**src/rtl/nvm_core_sequencer.sv**
```systemverilog
// rtl/nvm_core_sequencer.sv - Wishbone master sequencing one inference picture through the NVM core.
// Synapse-row reads, one spike-out read per timestep, then a picture-done write.
module nvm_core_sequencer #(
  parameter int          NUM_ROWS    = 16,
  parameter int          NUM_STEPS   = 8,
  parameter logic [31:0] BASE_ADDR   = 32'h3000_0000,
  parameter int          ACK_TIMEOUT = 255
) (
  input  logic        wb_clk_i,
  input  logic        rst_n,
  input  logic        start,
  output logic        busy,
  output logic        done,
  output logic        error,
  output logic        m_cyc_o,
  output logic        m_stb_o,
  output logic        m_we_o,
  output logic [31:0] m_adr_o,
  output logic [31:0] m_dat_o,
  input  logic        m_ack_i,
  input  logic [31:0] m_dat_i,
  output logic        spike_valid,
  output logic [31:0] spike_data,
  output logic [7:0]  spike_step
);

  localparam logic [2:0] IDLE    = 3'd0;
  localparam logic [2:0] SYN_RD  = 3'd1;
  localparam logic [2:0] SPK_RD  = 3'd2;
  localparam logic [2:0] DONE_WR = 3'd3;
  localparam logic [2:0] GAP     = 3'd4;

  localparam logic [11:0] LAST_ROW  = 12'(NUM_ROWS - 1);
  localparam logic [7:0]  LAST_STEP = 8'(NUM_STEPS - 1);
  localparam logic [7:0]  TMO_LAST  = 8'(ACK_TIMEOUT - 1);

  logic [2:0]  state;
  logic [2:0]  pend;
  logic [11:0] row;
  logic [7:0]  step;
  logic [7:0]  tmo;
  logic [15:0] nxt_off;

  // Row offsets are concatenated so the row index can never spill into the region bits.
  always_comb begin
    nxt_off = 16'h0000;
    case (pend)
      SYN_RD:  nxt_off = {4'h0, row[9:0], 2'b00};
      SPK_RD:  nxt_off = 16'h1000;
      DONE_WR: nxt_off = 16'h2000;
      default: nxt_off = 16'h0000;
    endcase
  end

  assign m_stb_o = m_cyc_o;

  always_ff @(posedge wb_clk_i or negedge rst_n) begin
    if (!rst_n) begin
      state       <= IDLE;
      pend        <= IDLE;
      row         <= 12'd0;
      step        <= 8'd0;
      tmo         <= 8'd0;
      busy        <= 1'b0;
      done        <= 1'b0;
      error       <= 1'b0;
      m_cyc_o     <= 1'b0;
      m_we_o      <= 1'b0;
      m_adr_o     <= 32'h0;
      m_dat_o     <= 32'h0;
      spike_valid <= 1'b0;
      spike_data  <= 32'h0;
      spike_step  <= 8'd0;
    end else begin
      done        <= 1'b0;
      spike_valid <= 1'b0;
      case (state)
        IDLE: begin
          if (start) begin
            error   <= 1'b0;
            row     <= 12'd0;
            step    <= 8'd0;
            tmo     <= 8'd0;
            busy    <= 1'b1;
            m_cyc_o <= 1'b1;
            m_we_o  <= 1'b0;
            m_dat_o <= 32'h0;
            m_adr_o <= {BASE_ADDR[31:16], 16'h0000};
            state   <= SYN_RD;
          end
        end
        SYN_RD, SPK_RD, DONE_WR: begin
          if (m_ack_i) begin
            m_cyc_o <= 1'b0;
            if (state == SYN_RD) begin
              state <= GAP;
              if (row == LAST_ROW) begin
                row  <= 12'd0;
                pend <= SPK_RD;
              end else begin
                row  <= row + 12'd1;
                pend <= SYN_RD;
              end
            end else if (state == SPK_RD) begin
              state       <= GAP;
              spike_data  <= m_dat_i;
              spike_step  <= step;
              spike_valid <= 1'b1;
              if (step == LAST_STEP) begin
                pend <= DONE_WR;
              end else begin
                step <= step + 8'd1;
                pend <= SYN_RD;
              end
            end else begin
              // The done write skips the gap and retires the picture immediately.
              m_we_o <= 1'b0;
              done   <= 1'b1;
              busy   <= 1'b0;
              state  <= IDLE;
            end
          end else if (tmo == TMO_LAST) begin
            m_cyc_o <= 1'b0;
            m_we_o  <= 1'b0;
            error   <= 1'b1;
            busy    <= 1'b0;
            state   <= IDLE;
          end else begin
            tmo <= tmo + 8'd1;
          end
        end
        GAP: begin
          m_cyc_o <= 1'b1;
          tmo     <= 8'd0;
          m_adr_o <= {BASE_ADDR[31:16], nxt_off};
          m_we_o  <= (pend == DONE_WR);
          m_dat_o <= (pend == DONE_WR) ? 32'(NUM_STEPS) : 32'h0;
          state   <= pend;
        end
        default: state <= IDLE;
      endcase
    end
  end

endmodule

```
**config.mk**
```make
export PLATFORM = sky130hd
export DESIGN_NAME = nvm_core_sequencer
export DESIGN_NICKNAME = d
export VERILOG_FILES = /design/src/rtl/nvm_core_sequencer.sv
export SDC_FILE = /design/constraint.sdc
export NUM_CORES = 1
export LEC_CHECK = 0
export BUFFER_PORTS_ARGS = -buffer_cell sky130_fd_sc_hd__clkbuf_2
export CORE_MARGIN = 5
export CORE_UTILIZATION = 50
export DETAILED_ROUTE_END_ITERATION = 12
export PLACE_DENSITY = 0.86
export SLEW_MARGIN = 20
export SYNTH_ARGS = -nofsm -noshare
export SYNTH_HDL_FRONTEND = slang
export SYNTH_SLANG_ARGS = --single-unit
```
**constraint.sdc**
```tcl
create_clock -name wb_clk_i -period 1.9 [get_ports wb_clk_i]
set_input_delay 0.285 -clock wb_clk_i [delete_from_list [all_inputs] [get_ports wb_clk_i]]
set_output_delay 0.285 -clock wb_clk_i [all_outputs]
set_load 0.03 [all_outputs]
```
Word level (Yosys, flattened, before mapping)
Cells that the tools add are included.

Flip-flop bits (word level): 144. Output and inout bits: 111. Word-level logic and storage cells: 109.

Add/subtract/negate cells: 3. Equal/unequal tests: 22. Mux-type cells: 51. Bitwise logic cells: 1. Reductions and logical operators: 17.

Operator list (number): $pmux 32 s2 (2); $mux 32 (2); $mux 8 (7); $mux 12 (4); $pmux 14 s3 (1); $pmux 12 s2 (1); $pmux 8 s3 (1); $mux 3 (7); $ne 2x2->1 const B (9); $mux 1 (17); $add 8x1->8 const B (2); $pmux 8 s2 (1); $reduce_and 4->1 (4); $add 12x1->12 const B (1); $eq 12x4->1 const B (1); $eq 3x2->1 const B (4); $reduce_and 5->1 (2); $ne 3x3->1 const B (3); $pmux 3 s3 (1); $eq 8x3->1 const B (1); $eq 8x8->1 const B (1); $eq 3x1->1 const B (2); $pmux 1 s3 (2); $reduce_and 3->1 (2); 11 further kinds (16).

Logic depth before layout (Yosys ltp)
Gate-level depths: netlist of run 1.

Depth after elaboration: 6. Depth in mapped cells: 7. Depth with buffers taken out: 6.

Least setup slack after synthesis of run 1
No wires, ideal clock.

Path type: register -> register. Start point: register tmo[0]. End point: register tmo[3]. Library setup time: 0.140 ns. Arrival: 1.636 ns. Slack: 0.124 ns. Stages on the path, launching flop included: 8. Buffers on the path: 1. Cell sequence: dfrtp_1 > inv_1 > ha_1 > and3_1 > a211o_1 > clkbuf_1 > o311ai_0 > o41ai_1.

Word-level cells in the longest chain between the ends: 4. Elaborated cells on any way between the ends: 7.

Ends and longest elaborated chain: from (decl) (line 41) `logic [7:0] tmo;`; from (signal assigned) (line 129) `tmo <= tmo + 8'd1;`; $add 8x1->8 (line 129); $mux 8 (line 122) `end else if (tmo == TMO_LAST) begin`; $mux 8 (line 93) `if (m_ack_i) begin`; $pmux 8 s3 (line 77) `case (state)`.

Several ways; a longest one is shown, not always the timed one. The select of a mux whose other input is x is not followed. A chain may end at the register's enable or synchronous reset.

Worst setup path after layout of run 1
Start point: register row[2]. End point: register row[9].

Word-level cells in the longest chain between the ends: 5. Elaborated cells on any way between the ends: 6.

Ends and longest elaborated chain: from (decl) (line 39) `logic [11:0] row;`; from (signal assigned) (line 101) `row <= row + 12'd1;`; $add 12x1->12 or $eq 12x4->1 (tied branches) (line 101, 97); $mux 12 * (line 97) `if (row == LAST_ROW) begin`; $mux 12 * (line 95) `if (state == SYN_RD) begin`; $mux 12 * (line 93); $pmux 12 s2 * (line 77).

Every way passes the cells marked *; elsewhere a longest branch is shown, timed or not. The select of a mux whose other input is x is not followed.

==> reports/summary.txt, run 1 <==
Initial Util - 0.506
most frequent cells after synthesis - dfrtp_1, buf_4, mux2_2
DR pass1 iterations - 4
Final min period - 1.76 ns
height of the die - 104 microns
CP Launch Type - flip-flop
EDFF count, synth - 0
Yosys top cell by area - dfrtp_1
vias in the first global route - 3079
Port Buf Inserts - 97
hpwl dp - 6.73 mm
HP Start - m_dat_i[3]
Syn Inst Count - 383
Die ar. - 10700 sq um
static leakage - 2.59 nW
CTS max path bufs - 2
core region area - 8640 sq um
combinational power share - 0.315
Reg power frac - 0.454
DRT iter0 DRCs - 144
fmax - 570 MHz
FF-to-FF setup slack - 0.14 ns
Crit Path Category - flip-flop to flip-flop
Setup Skew - 0.0137 ns
crit path setup slack, layout - 0.144 ns
clk root buf - clkbuf_8
crit path cell chain - nand3_2 -> or3_1 -> or3_1 -> a22oi_1
setup TNS - 0 ns
Mean Syn Cell Area - 11.4 sq um
Max Slew Vio Count - 0
power per cell area - 1060 nW/um^2
RSZ-0062 raised after global routing - false
slowest stage delay, CP - 0.50 ns
Diodes inserted - 0
Most used DFF post-synth - dfrtp_1
R2R cell count - 4
hold depth - 2
synth unique cells - 54
Place WS - 0.0297 ns
Seq/Total Area, Yosys - 0.526
share of cells above drive strength 1 - 0.361
internal power - 0.00327 W
P_sw - 0.00214 W
Max-Slew Margin vs Limit - 0.631
crit-path max FO - 8
TritonCTS clock tree - done
total number of vias - 3161
GRT overflow - 0
cell repeated most along the worst path - or3_1
post-synth top area share - 0.526
yosys warns - 0
status - complete, no violations
Post-route DRC - 0
hold endpoint - spike_data[3]
initial antenna violation count - 0
via/cell ratio - 5.26
Reg clk slew, reported paths - 0.10 ns
Switching Share - 0.395
Worst Path Arrival - 2.04 ns
maxcap violations - 0
Worst-Margin Slew - 0.554 ns
netlist area before placement - 4370 sq um
P&R area growth vs syn - 16.2%
data required time of the critical path - 2.18 ns
io pins - 147
CTS Sinks - 92
Final period util - 0.924
pin count of the biggest net entering global routing - 52
Worst R2R Start - row[2]
Synth Register Bits - 92
clock group share of total power - 0.231
Final Hold Fails - 0
worst hold-check path type - input pin to flip-flop
Horiz. Die Dim - 104 microns
clk_lat worst skew - 0.36 ns
Max VDD drop - 0.000656 V
drt wl/cell - 15.1 microns
total wire length - 9.09 mm
Slowest cell on crit path - dfrtp_1
remaining antenna violation count - 0
Finish-stage setup viols - 0
Synth area leaders - dfrtp_1, mux2_2, buf_4, nand2_1, a22o_1
Final Wtd Congestion - 0.899
CTS buffer count - 9
reg2reg end - row[9]
ys async rst share - 1.00
crit end category - flip-flop
CTS H-tree lvls - 3
Overall Global Routing Usage - 0.168
row count - 34
global-route wire length before repair - 15.2 mm
NumNets Final - 528
count leader, synth - dfrtp_1
sequential cells by signal, summed over array words and instances, names as in the netlist, 2 cells and up:
name        flops
row            12
tmo             8
spike_data     32
state           3
step            8
spike_step      8
m_adr_o        13
pend            2
cell usage in the layout (no fill, tap or decap), drive strengths merged, types with 6 or more instances in the layout:
master	instances
conb	49
mux2	41
nand3	16
o21ai	16
nor2	11
and3	6
dfrtp	92
inv	11
a22o	10
nand2	24
nand4	7
buf	18
clkbuf	105
timing repair:
action	in CTS	in global routing
setup buffers	0	1
setup endpoints to repair	0	3
hold endpoints to repair	40	0
hold buffers	1	0
resized for setup	0	3
through the flow:
stage,hold slack (ns),instance area [sq um],instances,util,total power (W)
after floorplan,-0.0106,4550,431,-,0.00365
after global placement,0.300,4870,583,0.564,0.00411
after detailed placement,0.310,4870,583,0.564,0.00417
after CTS,0.126,5060,600,0.586,0.00542
after global routing,0.122,5080,601,0.588,0.00571
final,0.143,5080,601,0.588,0.00541
routing by layer:
metal	GRT usage	wire length, microns	vias up
met5	0	0	-
li1	-	-	1489
met3	0.0553	660	8
met2	0.270	4500	108
met4	0.0412	78	0
met1	0.221	3850	1556
worst max-delay path, delay by kind of cell, from the launching register on:
family	cells	cell delay (ns)
compound gates	1	0.17
flops	1	0.50
simple gates	3	1.00
power by group through the flow:
stage | Clock, W | Sequential, W | Combinational (W)
after floorplan | 0 | 0.00275 | 0.000897
after global placement | 0 | 0.00247 | 0.00164
after detailed placement | 0 | 0.00250 | 0.00167
after CTS | 0.00128 | 0.00246 | 0.00168
after global routing | 0.00137 | 0.00250 | 0.00184
final | 0.00125 | 0.00246 | 0.00170
worst max-delay path by stage:
stage / start / end / slack [ns] / cells past startpoint
CTS: tmo[0] / tmo[3] / 0.001 / 6
global placement: tmo[0] / tmo[5] / 0.18 / 6
finish: row[2] / row[9] / 0.14 / 4
floorplan: tmo[0] / tmo[3] / 0.12 / 7
detailed placement: tmo[0] / tmo[3] / 0.03 / 6
global route: step[1] / step[2] / 0.003 / 5
final cells by class:
class,instances,area [sq um]
Clock buffer,9,124
Clock inverter,7,60.1
Sequential cell,92,2300
Inverter,8,30.0
Timing Repair Buffer,115,651
Fill cell,735,3550
Multi-Input combinational cell,262,1780
Tap cell,108,135
cell families after synthesis:
| kind of cell | Yosys count | share of synthesized area |
|---|---|---|
| AO/OA/AOI/OAI | 69 | 0.114 |
| XOR/XNOR | 5 | 0.0100 |
| adder cells (fa/ha/maj) | 4 | 0.0114 |
| buffers and inverters | 77 | 0.113 |
| flip-flops | 92 | 0.526 |
| multiplexers | 45 | 0.115 |
| other | 1 | 0.000858 |
| AND/OR/NAND/NOR | 90 | 0.109 |
Power figures use the tool's default switching activity.
==> run 2, diff against run 1 <==
Settings changed: ABC_AREA set to 1, CORE_MARGIN 5 to 4.
==> run 2 against run 1 <==
Compared with the run above: setup slack improved by 0.059 ns; maximum frequency increased by 3.5%; utilization grew 0.69 points; critical path type unchanged; combinational power shrank 4%; global-route usage grew 3.2 points; flip-flop and latch count did not move; first-iteration DRC count increased by 130%; largest power group unchanged; die area is 1.9% higher; clock power grew 16%; clock skew down 0.0027 ns; area after synthesis grew 6.5%; worst hold slack lost 0.024 ns; highest routed layer unchanged.
==> reports/summary.txt, run 2 <==
status - complete, no violations
clk root buf - clkbuf_8
simple logic cell fraction of the synthesized area - 0.301
setup TNS - 0 ns
commonest cells after routing, fill and taps aside - nand2_1, clkbuf_2, dfrtp_1
Seq/Total Area, Yosys - 0.494
crit path cell chain - nor2_2 -> nor2_4 -> inv_2 -> nand2_1 -> nand3_2 -> nand2_1 -> o21ai_1
largest family of logic cells by synthesized area - simple AND/OR/NAND/NOR gates
count leader, synth - nand2_1
R2R cell count - 7
TritonCTS clock tree - done
total wire length - 10.8 mm
total number of vias - 3995
CTS H-tree lvls - 3
Buffers & Inverters on Critical Path - 1
most frequent cells after synthesis - nand2_1, dfrtp_1, buf_4
DRT iter0 DRCs - 337
cts repair resizes - 0
Yosys top cell by area - dfrtp_1
vias in the first global route - 3749
post-synth top area share - 0.494
Largest register FFs - 32
Final min period - 1.70 ns
Diodes inserted - 0
reg2reg end - step[5]
Syn Inst Count - 596
Top Registers - spike_data (32), m_adr_o (13), row (12)
largest reg by FF count - spike_data
hpwl dp - 8.13 mm
Initial Util - 0.524
Reg clk slew, reported paths - 0.10 ns
netlist area before placement - 4660 sq um
clk_lat worst skew - 0.35 ns
power per cell area - 1030 nW/um^2
drt wl/cell - 13.4 microns
Max-Slew Margin vs Limit - 0.640
slowest stage delay, CP - 0.43 ns
Overall Global Routing Usage - 0.200
height of the die - 105 microns
synth unique cells - 26
Worst-Margin Slew - 0.540 ns
CP top delay family - simple AND/OR/NAND/NOR gates
yosys warns - 0
initial antenna violation count - 0
cell repeated most along the worst path - nand2_1
Max Slew Vio Count - 0
Post-CTS Hold Fix Bufs - 1
post-route cell area - 5290 sq um
Worst Path Arrival - 1.93 ns
hold depth - 3
Slowest cell on crit path - dfrtp_1
most common cell after layout, fill and taps aside - nand2_1
data required time of the critical path - 2.13 ns
filler cell count in the final layout - 786
pin count of the biggest net entering global routing - 37
crit end category - flip-flop
EDFF count, synth - 0
Final Wtd Congestion - 0.913
Synth Register Bits - 92
Final period util - 0.893
Adder-Cell Fraction of Synth Area - 0.0107
Final Hold Fails - 0
CTS buffer count - 9
Max VDD drop - 0.000475 V
DP Area - 5060 sq um
row count - 34
Crit Path Category - flip-flop to flip-flop
share of cells above drive strength 1 - 0.185
Mean Syn Cell Area - 7.81 sq um
mux share of post-synthesis cell area - 0
DR pass1 iterations - 5
post-CTS setup buffer count - 0
worst hold-check path type - input pin to flip-flop
Die ar. - 10900 sq um
core region area - 8890 sq um
ys async rst share - 1.00
GRT overflow - 0
static leakage - 2.96 nW
FF-to-FF setup slack - 0.20 ns
Horiz. Die Dim - 105 microns
fmax - 589 MHz
XOR/XNOR share of the synthesized area - 0.00564
post-synthesis compound-gate area fraction - 0.0494
remaining antenna violation count - 0
Port Buf Inserts - 97
RSZ-0062 raised after global routing - false
io pins - 147
Post-route DRC - 0
CTS Sinks - 92
Most used DFF post-synth - dfrtp_1
via/cell ratio - 4.96
CP Launch Type - flip-flop
Setup Skew - 0.0111 ns
Finish-stage setup viols - 0
Synth area leaders - dfrtp_1, nand2_1, buf_4, nand3_1, o21ai_0
global-route wire length before repair - 18.3 mm
NumNets Final - 733
maxcap violations - 0
P&R area growth vs syn - 13.6%
CTS max path bufs - 2
hold endpoint - spike_data[29]
HP Start - m_dat_i[29]
crit-path max FO - 17
Worst R2R Start - state[0]
==> run 2: cell types whose count changed after synthesis, moves of 5 or more <==
cell	previous run	this run
a22o_1	10	0
and3_1	5	0
clkbuf_1	8	3
inv_1	8	41
mux2_2	41	0
nand2_1	24	232
nand3_1	15	39
nand4_1	7	17
nor2_1	11	41
o21ai_0	16	32
o21ai_1	0	7
==> run 2: cell type report <==
class	instances	area [sq um]	area share
clock inverters	6	95.1	0.0180
repair buffers	105	576	0.109
clock buffers	10	128	0.0241
inverters	44	165	0.0312
well taps	108	135	0.0255
flip-flops and latches	92	2300	0.435
multi-input cells	441	1890	0.357
==> run 2: layer usage <==
metal	global-route usage	vias to the layer above	routed length (microns)	share of wire
met1	0.272	1825	4690	0.43
li1	-	1972	-	-
met2	0.324	180	5100	0.47
met4	0.0636	0	180	0.017
met5	0	-	0	0
met3	0.0397	18	817	0.076
==> run 2: how the worst max path moves through the flow <==
stage          startpoint          end  slack (ns)  cells after the start
6_report         state[0]      step[5]        0.20                      7
2_1_floorplan    state[1]      step[6]        0.54                      7
4_1_cts          state[2]      step[0]        0.22                      6
3_5_place_dp     state[2]      step[6]        0.25                      6
3_3_place_gp     state[2]  m_adr_o[28]        0.30                      6
5_1_grt          state[2]     state[0]        0.03                      7
==> run 2: worst reg2reg max path, delay by kind of cell, from the launching register on <==
kind / cells / cell delay (ns)
AOI/OAI and AO/OA: 1 / 0.07
DFF: 1 / 0.43
buffers and inverters: 1 / 0.14
and+or+nand+nor: 5 / 0.95
==> run 2: report_power, final <==
group,total (W),internal [W],switching (W),leakage (nW)
Combinational,0.00163,0.000421,0.00121,1.63
Sequential,0.00235,0.00215,0.000191,1.22
Clock,0.00145,0.000756,0.000694,0.105
==> run 2: kinds of logic after synthesis <==
family | after synthesis
compound gates | 46
buf+inv | 111
other cells | 1
fa+ha+maj | 4
xor+xnor | 3
flops | 92
simple gates | 339
==> run 2: through the flow <==
step	setup WS (ns)	std cells	util	hold WS [ns]	power, W
final	0.204	806	0.595	0.119	0.00543
after global routing	0.0272	806	0.595	0.119	0.00574
after CTS	0.219	806	0.595	0.113	0.00544
after detailed placement	0.254	789	0.569	0.219	0.00399
after global placement	0.298	789	0.569	0.213	0.00393
after floorplan	0.540	644	-	-0.0106	0.00362
==> run 3, diff against run 2 <==
Clock period 1.9 ns to 1.66 ns, I/O delays scaled along.
==> run 3 against run 2 <==
Compared with the run above: combinational power is 17% higher; non-clock buffer count is 4 higher; final cell count is 0.50% higher; first-iteration DRC count is 16% lower; register-to-register slack worse by 0.09 ns; clock power is 5% higher; count of clock-buffer cells in the layout is 1 lower; maximum frequency is 9.9% higher; highest routed layer unchanged.
==> reports/summary.txt, run 3 (synthesis results as in run 2) <==
Setup Skew - 0.0123 ns
worst hold-check path type - input pin to flip-flop
Die ar. - 10900 sq um
CTS H-tree lvls - 3
Max VDD drop - 0.000461 V
total wire length - 10.4 mm
Top Registers - spike_data (32), m_adr_o (13), row (12)
P&R area growth vs syn - 14.3%
remaining antenna violation count - 0
RSZ-0062 raised after global routing - false
CP Launch Type - flip-flop
crit path cell chain - inv_2 -> nand3_1 -> inv_1 -> nor2_4 -> inv_1 -> or2_1
Worst R2R Start - state[2]
maxcap violations - 0
clk_lat worst skew - 0.36 ns
data required time of the critical path - 1.90 ns
Slowest cell on crit path - dfrtp_1
CTS Sinks - 92
Final min period - 1.54 ns
DR pass1 iterations - 5
Largest register FFs - 32
Diodes inserted - 0
Worst Path Arrival - 1.79 ns
Post-Layout Cell Count - 810
Final period util - 0.930
final core occ - 0.599
hold depth - 3
power per cell area - 1150 nW/um^2
pin count of the biggest net entering global routing - 40
row count - 34
height of the die - 105 microns
io pins - 147
R2R cell count - 6
Post-route DRC - 0
Reg clk slew, reported paths - 0.10 ns
setup TNS - 0 ns
status - complete, no violations
Port Buf Inserts - 97
share of cells above drive strength 1 - 0.192
DP Area - 5090 sq um
Horiz. Die Dim - 105 microns
NumNets Final - 737
Final Hold Fails - 0
largest reg by FF count - spike_data
Initial Util - 0.524
initial antenna violation count - 0
slowest stage delay, CP - 0.48 ns
CTS max path bufs - 2
core region area - 8890 sq um
crit end category - flip-flop
reg2reg end - m_adr_o[28]
most common cell after layout, fill and taps aside - nand2_1
crit-path max FO - 14
HP Start - m_dat_i[3]
global-route wire length before repair - 17.3 mm
Finish-stage setup viols - 0
total number of vias - 4046
cell repeated most along the worst path - inv_1
Final Wtd Congestion - 0.914
Buffers & Inverters on Critical Path - 3
hold endpoint - spike_data[3]
CP top delay family - simple AND/OR/NAND/NOR gates
clk root buf - clkbuf_8
TritonCTS clock tree - done
Overall Global Routing Usage - 0.191
commonest cells after routing, fill and taps aside - nand2_1, clkbuf_2, dfrtp_1
vias in the first global route - 3748
fmax - 648 MHz
FF-to-FF setup slack - 0.12 ns
drt wl/cell - 12.8 microns
via/cell ratio - 5.00
Max Slew Vio Count - 0
Crit Path Category - flip-flop to flip-flop
DRT iter0 DRCs - 284
static leakage - 2.98 nW
CTS buffer count - 9
post-route cell area - 5320 sq um
GRT overflow - 0
placed cells - 793
hpwl dp - 7.77 mm
-- run 3: cell type report --
type                       count  area, sq um
clock buffer                   9          124
fill                         757         3570
inverter                      44          165
sequential                    92         2300
clock inverter                 7         81.3
multi-input combinational    441         1910
timing repair buffer         109          609
tap                          108          135
-- run 3: report_power, final --
part | leakage (nW) | switching [W] | total (W) | internal (W)
logic | 1.65 | 0.00140 | 0.00191 | 0.000505
registers | 1.22 | 0.000220 | 0.00269 | 0.00247
clock network | 0.101 | 0.000801 | 0.00152 | 0.000719
-- run 3: worst max path at each step --
stage,cells after the start,startpoint,endpoint
after detailed placement,6,state[2],m_adr_o[28]
final,6,state[2],m_adr_o[28]
after global routing,5,state[0],m_adr_o[5]
after CTS,6,state[1],step[6]
after global placement,6,state[2],m_adr_o[28]
after floorplan,7,state[1],step[6]
-- run 3: repair_timing --
| action | in CTS | in global routing |
|---|---|---|
| setup buffers | 0 | 0 |
| pin swaps | 0 | 0 |
| gates resized for setup | 1 | 3 |
| hold buffers | 1 | 0 |
| endpoints found under the hold margin | 28 | 0 |
| endpoints found under the setup margin | 1 | 24 |
-- run 3: metal layers --
metal | track usage | routed length, microns | part of all wire | vias up
li1 | - | - | - | 1977
met1 | 0.259 | 4550 | 0.44 | 1853
met2 | 0.304 | 4880 | 0.47 | 202
met3 | 0.0354 | 796 | 0.077 | 14
met4 | 0.0769 | 143 | 0.014 | 0
met5 | 0 | 0 | 0 | -
-- run 3: stage by stage --
stage / hold slack, ns / worst slack (ns) / power [W]
after floorplan: -0.0466 / 0.300 / 0.00414
after global placement: 0.203 / 0.0951 / 0.00452
after detailed placement: 0.206 / 0.0161 / 0.00458
after CTS: 0.0596 / 0.106 / 0.00614
after global routing: 0.0672 / 0.00491 / 0.00651
final: 0.0795 / 0.116 / 0.00612
-- run 3: worst register-to-register path, delay by kind of cell, from the launching register on --
kind | cells | cell delay (ns)
AND/OR/NAND/NOR | 3 | 0.64
flip-flops | 1 | 0.48
buffers and inverters | 3 | 0.32
